$ cat src/rtl/fejkon_fc_monitor_if.sv
// fejkon_fc_monitor_if: Avalon-ST bundle (channel, data, framing, empty, valid/ready)
interface fejkon_fc_monitor_if;
  logic [1:0] channel;
  logic [255:0] data;
  logic startofpacket;
  logic endofpacket;
  logic [4:0] empty;
  logic valid;
  logic ready;
  modport master(output channel, data, startofpacket, endofpacket, empty, valid, input ready);
  modport slave(input channel, data, startofpacket, endofpacket, empty, valid, output ready);
endinterface

$ cat src/rtl/fejkon_fc_monitor.sv
// fejkon_fc_monitor: registered Avalon-ST pass-through with per-channel framing counters; option FEJKON_FC_MONITOR_CLEAR_ON_READ_EN
module fejkon_fc_monitor #(
  parameter int CHANNELS = 4,
  parameter int CNT_W = 32
) (
  input  logic clk,
  input  logic reset,
  fejkon_fc_monitor_if.slave st_in,
  fejkon_fc_monitor_if.master st_out,
  input  logic [7:0] csr_address,
  input  logic csr_write,
  input  logic csr_read,
  input  logic [31:0] csr_writedata,
  output logic [31:0] csr_readdata
);
  logic acc;
  logic clr;
  logic unused_wd;
  logic [5:0] beat_bytes;
  logic [1:0] ch_sel;
  logic [3:0] reg_sel;
  logic [31:0] rd_val;
  logic [CHANNELS-1:0] hit;
  logic [CHANNELS-1:0] cnt_hit;
  logic [CHANNELS-1:0] in_pkt;
  logic [CHANNELS-1:0][3:0] rc;
  logic [CHANNELS-1:0][CNT_W-1:0] pkts, byts, serr, eerr;
  logic [CHANNELS-1:0][CNT_W-1:0] pkts_n, byts_n, serr_n, eerr_n;

  function automatic logic [CNT_W-1:0] sat_add(input logic [CNT_W-1:0] a, input logic [5:0] b);
    logic [CNT_W:0] s;
    s = {1'b0, a} + {{(CNT_W-5){1'b0}}, b};
    return s[CNT_W] ? '1 : s[CNT_W-1:0];
  endfunction

  assign st_in.ready = ~st_out.valid | st_out.ready;
  assign acc = st_in.valid & (~st_out.valid | st_out.ready);
  assign hit = acc ? CHANNELS'(1) << st_in.channel : '0;
  // a beat counts bytes when it opens a packet or continues one; orphan continuations only raise sop_err
  assign cnt_hit = hit & (in_pkt | {CHANNELS{st_in.startofpacket}});
  assign beat_bytes = st_in.endofpacket ? 6'd32 - {1'b0, st_in.empty} : 6'd32;
  assign clr = csr_write & (csr_address == 8'hFF) & csr_writedata[0];
  assign unused_wd = ^csr_writedata[31:1];
  assign ch_sel = csr_address[5:4];
  assign reg_sel = csr_address[3:0];

  // per-channel mask of counters zeroed by the current read
  always_comb begin
`ifdef FEJKON_FC_MONITOR_CLEAR_ON_READ_EN
    rc = '0;
    for (int i = 0; i < CHANNELS; i++)
      rc[i] = (csr_read && csr_address[7:6] == 2'b0 && ch_sel == 2'(i) && reg_sel[3:2] == 2'b0) ? 4'b1 << reg_sel[1:0] : 4'b0;
`else
    rc = '0;
`endif
  end

  // next counter values: read-clear base, saturating increment, global clear wins
  always_comb begin
    pkts_n = pkts;
    byts_n = byts;
    serr_n = serr;
    eerr_n = eerr;
    for (int i = 0; i < CHANNELS; i++) begin
      pkts_n[i] = clr ? '0 : sat_add(rc[i][0] ? '0 : pkts[i], {5'b0, cnt_hit[i] & st_in.endofpacket});
      byts_n[i] = clr ? '0 : sat_add(rc[i][1] ? '0 : byts[i], cnt_hit[i] ? beat_bytes : 6'd0);
      serr_n[i] = clr ? '0 : sat_add(rc[i][2] ? '0 : serr[i], {5'b0, hit[i] & ~in_pkt[i] & ~st_in.startofpacket});
      eerr_n[i] = clr ? '0 : sat_add(rc[i][3] ? '0 : eerr[i], {5'b0, hit[i] & in_pkt[i] & st_in.startofpacket});
    end
  end

  // framing state and counters
  always_ff @(posedge clk or posedge reset)
    if (reset) begin
      in_pkt <= '0;
      pkts <= '0;
      byts <= '0;
      serr <= '0;
      eerr <= '0;
    end else begin
      in_pkt <= (in_pkt & ~cnt_hit) | (cnt_hit & {CHANNELS{~st_in.endofpacket}});
      pkts <= pkts_n;
      byts <= byts_n;
      serr <= serr_n;
      eerr <= eerr_n;
    end

  // one-deep output register, held while the sink stalls
  always_ff @(posedge clk or posedge reset)
    if (reset) begin
      st_out.valid <= 1'b0;
      st_out.channel <= '0;
      st_out.data <= '0;
      st_out.startofpacket <= 1'b0;
      st_out.endofpacket <= 1'b0;
      st_out.empty <= '0;
    end else if (acc) begin
      st_out.valid <= 1'b1;
      st_out.channel <= st_in.channel;
      st_out.data <= st_in.data;
      st_out.startofpacket <= st_in.startofpacket;
      st_out.endofpacket <= st_in.endofpacket;
      st_out.empty <= st_in.empty;
    end else if (st_out.ready) begin
      st_out.valid <= 1'b0;
    end

  // CSR read decode
  always_comb
    rd_val = csr_address == 8'hFF ? 32'h0 :
             (csr_address[7:6] != 2'b0 || reg_sel > 4'd4) ? 32'hFFFF_FFFF :
             reg_sel == 4'd0 ? 32'(pkts[ch_sel]) :
             reg_sel == 4'd1 ? 32'(byts[ch_sel]) :
             reg_sel == 4'd2 ? 32'(serr[ch_sel]) :
             reg_sel == 4'd3 ? 32'(eerr[ch_sel]) :
             {31'b0, in_pkt[ch_sel]};

  // registered read data, held between reads
  always_ff @(posedge clk or posedge reset)
    if (reset) csr_readdata <= '0;
    else if (csr_read) csr_readdata <= rd_val;
endmodule

$ cat src/flat_wrapper.sv
// flat-port wrapper written by rule: the top's interface ports become plain ports
module fejkon_fc_monitor_flat 
#(
  parameter int CHANNELS = 4,
  parameter int CNT_W = 32
)
  (clk, reset, csr_address, csr_write, csr_read, csr_writedata, csr_readdata, st_in_channel, st_in_data, st_in_startofpacket, st_in_endofpacket, st_in_empty, st_in_valid, st_in_ready, st_out_channel, st_out_data, st_out_startofpacket, st_out_endofpacket, st_out_empty, st_out_valid, st_out_ready);
  fejkon_fc_monitor_if st_in_i ();
  fejkon_fc_monitor_if st_out_i ();
  input  logic clk;
  input  logic reset;
  input  logic [7:0] csr_address;
  input  logic csr_write;
  input  logic csr_read;
  input  logic [31:0] csr_writedata;
  output logic [31:0] csr_readdata;
  input wire logic [$bits(st_in_i.channel)-1:0] st_in_channel;
  input wire logic [$bits(st_in_i.data)-1:0] st_in_data;
  input wire logic [$bits(st_in_i.startofpacket)-1:0] st_in_startofpacket;
  input wire logic [$bits(st_in_i.endofpacket)-1:0] st_in_endofpacket;
  input wire logic [$bits(st_in_i.empty)-1:0] st_in_empty;
  input wire logic [$bits(st_in_i.valid)-1:0] st_in_valid;
  output wire logic [$bits(st_in_i.ready)-1:0] st_in_ready;
  output wire logic [$bits(st_out_i.channel)-1:0] st_out_channel;
  output wire logic [$bits(st_out_i.data)-1:0] st_out_data;
  output wire logic [$bits(st_out_i.startofpacket)-1:0] st_out_startofpacket;
  output wire logic [$bits(st_out_i.endofpacket)-1:0] st_out_endofpacket;
  output wire logic [$bits(st_out_i.empty)-1:0] st_out_empty;
  output wire logic [$bits(st_out_i.valid)-1:0] st_out_valid;
  input wire logic [$bits(st_out_i.ready)-1:0] st_out_ready;
  assign st_in_i.channel = st_in_channel;
  assign st_in_i.data = st_in_data;
  assign st_in_i.startofpacket = st_in_startofpacket;
  assign st_in_i.endofpacket = st_in_endofpacket;
  assign st_in_i.empty = st_in_empty;
  assign st_in_i.valid = st_in_valid;
  assign st_in_ready = st_in_i.ready;
  assign st_out_channel = st_out_i.channel;
  assign st_out_data = st_out_i.data;
  assign st_out_startofpacket = st_out_i.startofpacket;
  assign st_out_endofpacket = st_out_i.endofpacket;
  assign st_out_empty = st_out_i.empty;
  assign st_out_valid = st_out_i.valid;
  assign st_out_i.ready = st_out_ready;
  fejkon_fc_monitor #(.CHANNELS(CHANNELS), .CNT_W(CNT_W)) u_core (.clk(clk), .reset(reset), .st_in(st_in_i), .st_out(st_out_i), .csr_address(csr_address), .csr_write(csr_write), .csr_read(csr_read), .csr_writedata(csr_writedata), .csr_readdata(csr_readdata));
endmodule
$ cat config.mk
export PLATFORM = sky130hd
export DESIGN_NAME = fejkon_fc_monitor_flat
export DESIGN_NICKNAME = d
export VERILOG_FILES = /design/src/rtl/fejkon_fc_monitor_if.sv /design/src/rtl/fejkon_fc_monitor.sv /design/src/flat_wrapper.sv
export SDC_FILE = /design/constraint.sdc
export NUM_CORES = 2
export LEC_CHECK = 0
export ABC_AREA = 1
export BUFFER_PORTS_ARGS = -buffer_cell sky130_fd_sc_hd__buf_2
export CORE_UTILIZATION = 60
export CTS_CLUSTER_SIZE = 28
export DETAILED_ROUTE_END_ITERATION = 10
export PLACE_DENSITY = 0.82
export SYNTH_ARGS = -nofsm -noshare
export SYNTH_HDL_FRONTEND = slang
export SYNTH_SLANG_ARGS = --single-unit
$ cat constraint.sdc
create_clock -name clk -period 66.2 [get_ports clk]
set_input_delay 3.31 -clock clk [delete_from_list [all_inputs] [get_ports clk]]
set_output_delay 3.31 -clock clk [all_outputs]
set_load 0.01 [all_outputs]
==> flow_summary_export.csv <==
group,metric,value,unit
yosys,synth_top_area_frac,0.413,
routing,drc,0,
yosys,synth_edf_count,0,
power,comb_power_share,0.158,
routing,drt_pass1_iterations,7,
routing,drt_iter0_drc,7119,
floorplanning,ios,610,
clock_tree,post_cts_buffers,0,
cells_and_area,syn_to_final_growth,13.3,%
timing,setup_viol,0,
timing,worst_slack,57.64,ns
clock_tree,cts_root_buf,"clkbuf_16",
power,p_leak,29.0,nW
clock_tree,path_clk_slew,0.06,ns
timing,fin_crit,8.56,ns
timing,worstMarginPinSlew,1.25,ns
worst_setup_path,path_buf_inv,4,
routing,viasPerCell,5.82,
clock_tree,cts_tree,"yes",
yosys,synth_cell_types,37,
timing,finClkSkew,0.0301,ns
clock_tree,cts_hold_buf,0,
cells_and_area,nets,8154,
timing,slew_headroom,0.165,
placed_design,place_congestion,1.08,
routing,wirelength,194000,um
timing,final_max_slew_viol_count,0,
timing,fin_crit_sh,0.129,
power,power_density,23.9,nW/um2
worst_setup_path,cp_common_cell,"nand2_1",
power,seq_power_share,0.438,
power,switchingPower,401,uW
yosys,yosysWarnings,0,
timing,rsz0062_at_grt,"false",
clock_tree,cts_made_buffers,90,
clock_tree,cts_sinks,814,
worst_setup_path,critPathLaunchType,"input pin",
worst_setup_path,cp_data_required_time,66.79,ns
yosys,synthTopCellsByArea,"dfrtp_1, nand2_1, nand3_1, inv_1, nor2_1",
grt,grt_pass1_wl,284000,um
cells_and_area,final_cell_mix,"nand2_1, inv_1, dfrtp_1, nand3_1, nor2_1",
worst_setup_path,cpPeakStageDelay,0.78,ns
timing,tns,0,ns
grt,antenna_found_initial,41,
outcome,status,"finished clean",
clock_tree,cts_resized,0,
worst_setup_path,crit_chain,"buf_2 > inv_1 > nand2_1 > nand2_4 > inv_8 > nand2_1 > nor2_1 > o21ai_1 > nor2_1 > ha_1 > ha_1 > nand2_1 > nor2_1 > nand2_1 > nor2_1 > nand2_1 > nand3_1 > nand2_1 > inv_1",
worst_setup_path,crit_path_max_fanout,159,
yosys,yosysSeqAreaShare,0.413,
clock_tree,cts.path.max_buffers,3,
cells_and_area,layout_commonest_cell,"nand2_1",
grt,grt_pass1_vias,47121,
timing,timing.hold.ws,0.472,ns
worst_setup_path,cpMaxStageDelayCell,"inv_8",
floorplanning,die_y,289,um
grt,grt_usage,0.452,
timing,maxClockFrequency,0.117,GHz
placed_design,io_buffers,578,
yosys,yosys_register_bits,814,
worst_setup_path,cp-end-kind,"register",
worst_setup_path,cpLargestDelayFamily,"simple AND/OR/NAND/NOR gates",
yosys,synthesis.area,49300,um2
floorplanning,fp.dieW,289,um
floorplanning,die_area,83300,um2
clock_tree,h-tree-depth,3,
grt,gr-total-overflow,0,
placed_design,place_ws,57.24,ns
timing,hold_viol_final,0,
placed_design,dp_hpwl,145000,um
yosys,async_reset_ff_frac,1.00,
power,peakVddDrop,23.5,uV
power,p_sw_frac,0.301,
grt,grt_start_max_net_pins,160,
yosys,postSynthAreaPerCell,6.71,um2
cells_and_area,drive_gt1_frac,0.104,
hold_path,hold_class,"register to register",
yosys,syn-num-nets,7712,
worst_setup_path,path_class,"input pin to register",
clock_tree,clkLatencyLatePin,0.67,ns
worst_setup_path,crit_arrival,9.15,ns
floorplanning,fp-row-count,104,
routing,vias,52065,
yosys,synthCells,7348,
yosys,synthFlopType,"dfrtp_1",
power,internal_power,931,uW
yosys,synth_area_leader_cell,"dfrtp_1",
routing,ant_nets,0,
routing,wl_per_cell,21.7,um
power,pwr-share-clk,0.404,
flow_run,maxCapViolCount,0,
floorplanning,core_area,80900,um2
floorplanning,start_util,0.609,
Yosys cell counts (78+ instances only):
library cell  instances
nand2_1            2676
inv_1               877
dfrtp_1             814
nand3_1             729
nor2_1              688
a21oi_1             319
o21ai_0             296
nor3_1              151
clkbuf_1            131
nand4_1              97
buf_2                89
xnor2_1              79
xor2_1               78
path summary, 6_finish.rpt:
| kind | from | endpoint | depth (start not counted) | slack (ns) |
|---|---|---|---|---|
| max reg2reg | u_core.st_out.valid$_DFFE_PP0P_ | u_core.pkts[55]$_DFF_PP0_ | 17 | 60.00 |
| min in group asynchronous | reset | u_core.byts[118]$_DFF_PP0_ | 2 | 2.72 |
| min reg2reg | u_core.st_out.data[51]$_DFFE_PP0N_ | u_core.st_out.data[51]$_DFFE_PP0N_ | 2 | 0.47 |
| max in group asynchronous | reset | u_core.st_out.data[110]$_DFFE_PP0N_ | 5 | 60.21 |
| min | u_core.st_out.data[51]$_DFFE_PP0N_ | u_core.st_out.data[51]$_DFFE_PP0N_ | 2 | 0.47 |
| max | st_out_ready | u_core.pkts[55]$_DFF_PP0_ | 19 | 57.64 |
worst min-delay path, cell delays in order, from the launching register on:
cell     delay (ns)
dfrtp_1        0.34
nand2_1        0.05
nand2_1        0.05
routing by layer:
metal | global-route usage | routed length [um]
met1 | 0.574 | 72100
met2 | 0.656 | 81400
met5 | 0.00795 | 278
met4 | 0.256 | 13200
met3 | 0.175 | 26900
final cells by class:
| type | instances | area, um2 |
|---|---|---|
| antenna | 30 | 75.1 |
| multi-input combinational | 5385 | 24400 |
| inverter | 885 | 3350 |
| tap | 1060 | 1330 |
| fill | 7165 | 25100 |
| clock buffer | 121 | 2570 |
| clock inverter | 39 | 558 |
| timing repair buffer | 614 | 3180 |
| sequential | 814 | 20400 |
cells by family (layout without fill, tap and decap cells):
| group | after synthesis | count (layout) | synth area share |
|---|---|---|---|
| simple gates | 4468 | 4468 | 0.377 |
| buf+inv | 1149 | 1659 | 0.0923 |
| flops | 814 | 814 | 0.413 |
| compound gates | 707 | 707 | 0.0752 |
| xor+xnor | 157 | 157 | 0.0279 |
| fa+ha+maj | 53 | 53 | 0.0141 |
| other cells | 0 | 30 | 0 |
flip-flops by register name, summed over array words and instances (netlist names), named ones only:
signal and cells:
u_core.st_out.valid 1, u_core.eerr 128, u_core.st_out.endofpacket 1, u_core.st_out.startofpacket 1
u_core.st_out.channel 2, u_core.pkts 128, u_core.st_out.data 256, u_core.csr_readdata 32
u_core.serr 128, u_core.st_out.empty 5, u_core.byts 128
power by group through the flow:
stage | Combinational [mW] | Sequential (mW) | Clock, mW
floorplan | 0.106 | 0.591 | 0
global placement | 0.197 | 0.587 | 0
detailed placement | 0.202 | 0.588 | 0
CTS | 0.203 | 0.581 | 0.539
global route | 0.228 | 0.587 | 0.557
finish | 0.211 | 0.583 | 0.539
metrics by stage:
| step | util | cell area [um2] | cells | total power, mW |
|---|---|---|---|---|
| finish | 0.690 | 55800 | 8948 | 1.33 |
| CTS | 0.689 | 55700 | 8918 | 1.32 |
| global placement | 0.650 | 52600 | 8758 | 0.784 |
| floorplan | - | 49300 | 7348 | 0.697 |
| global route | 0.689 | 55800 | 8937 | 1.37 |
| detailed placement | 0.650 | 52600 | 8758 | 0.790 |
Note: power is estimated with default switching activity, not from simulation.
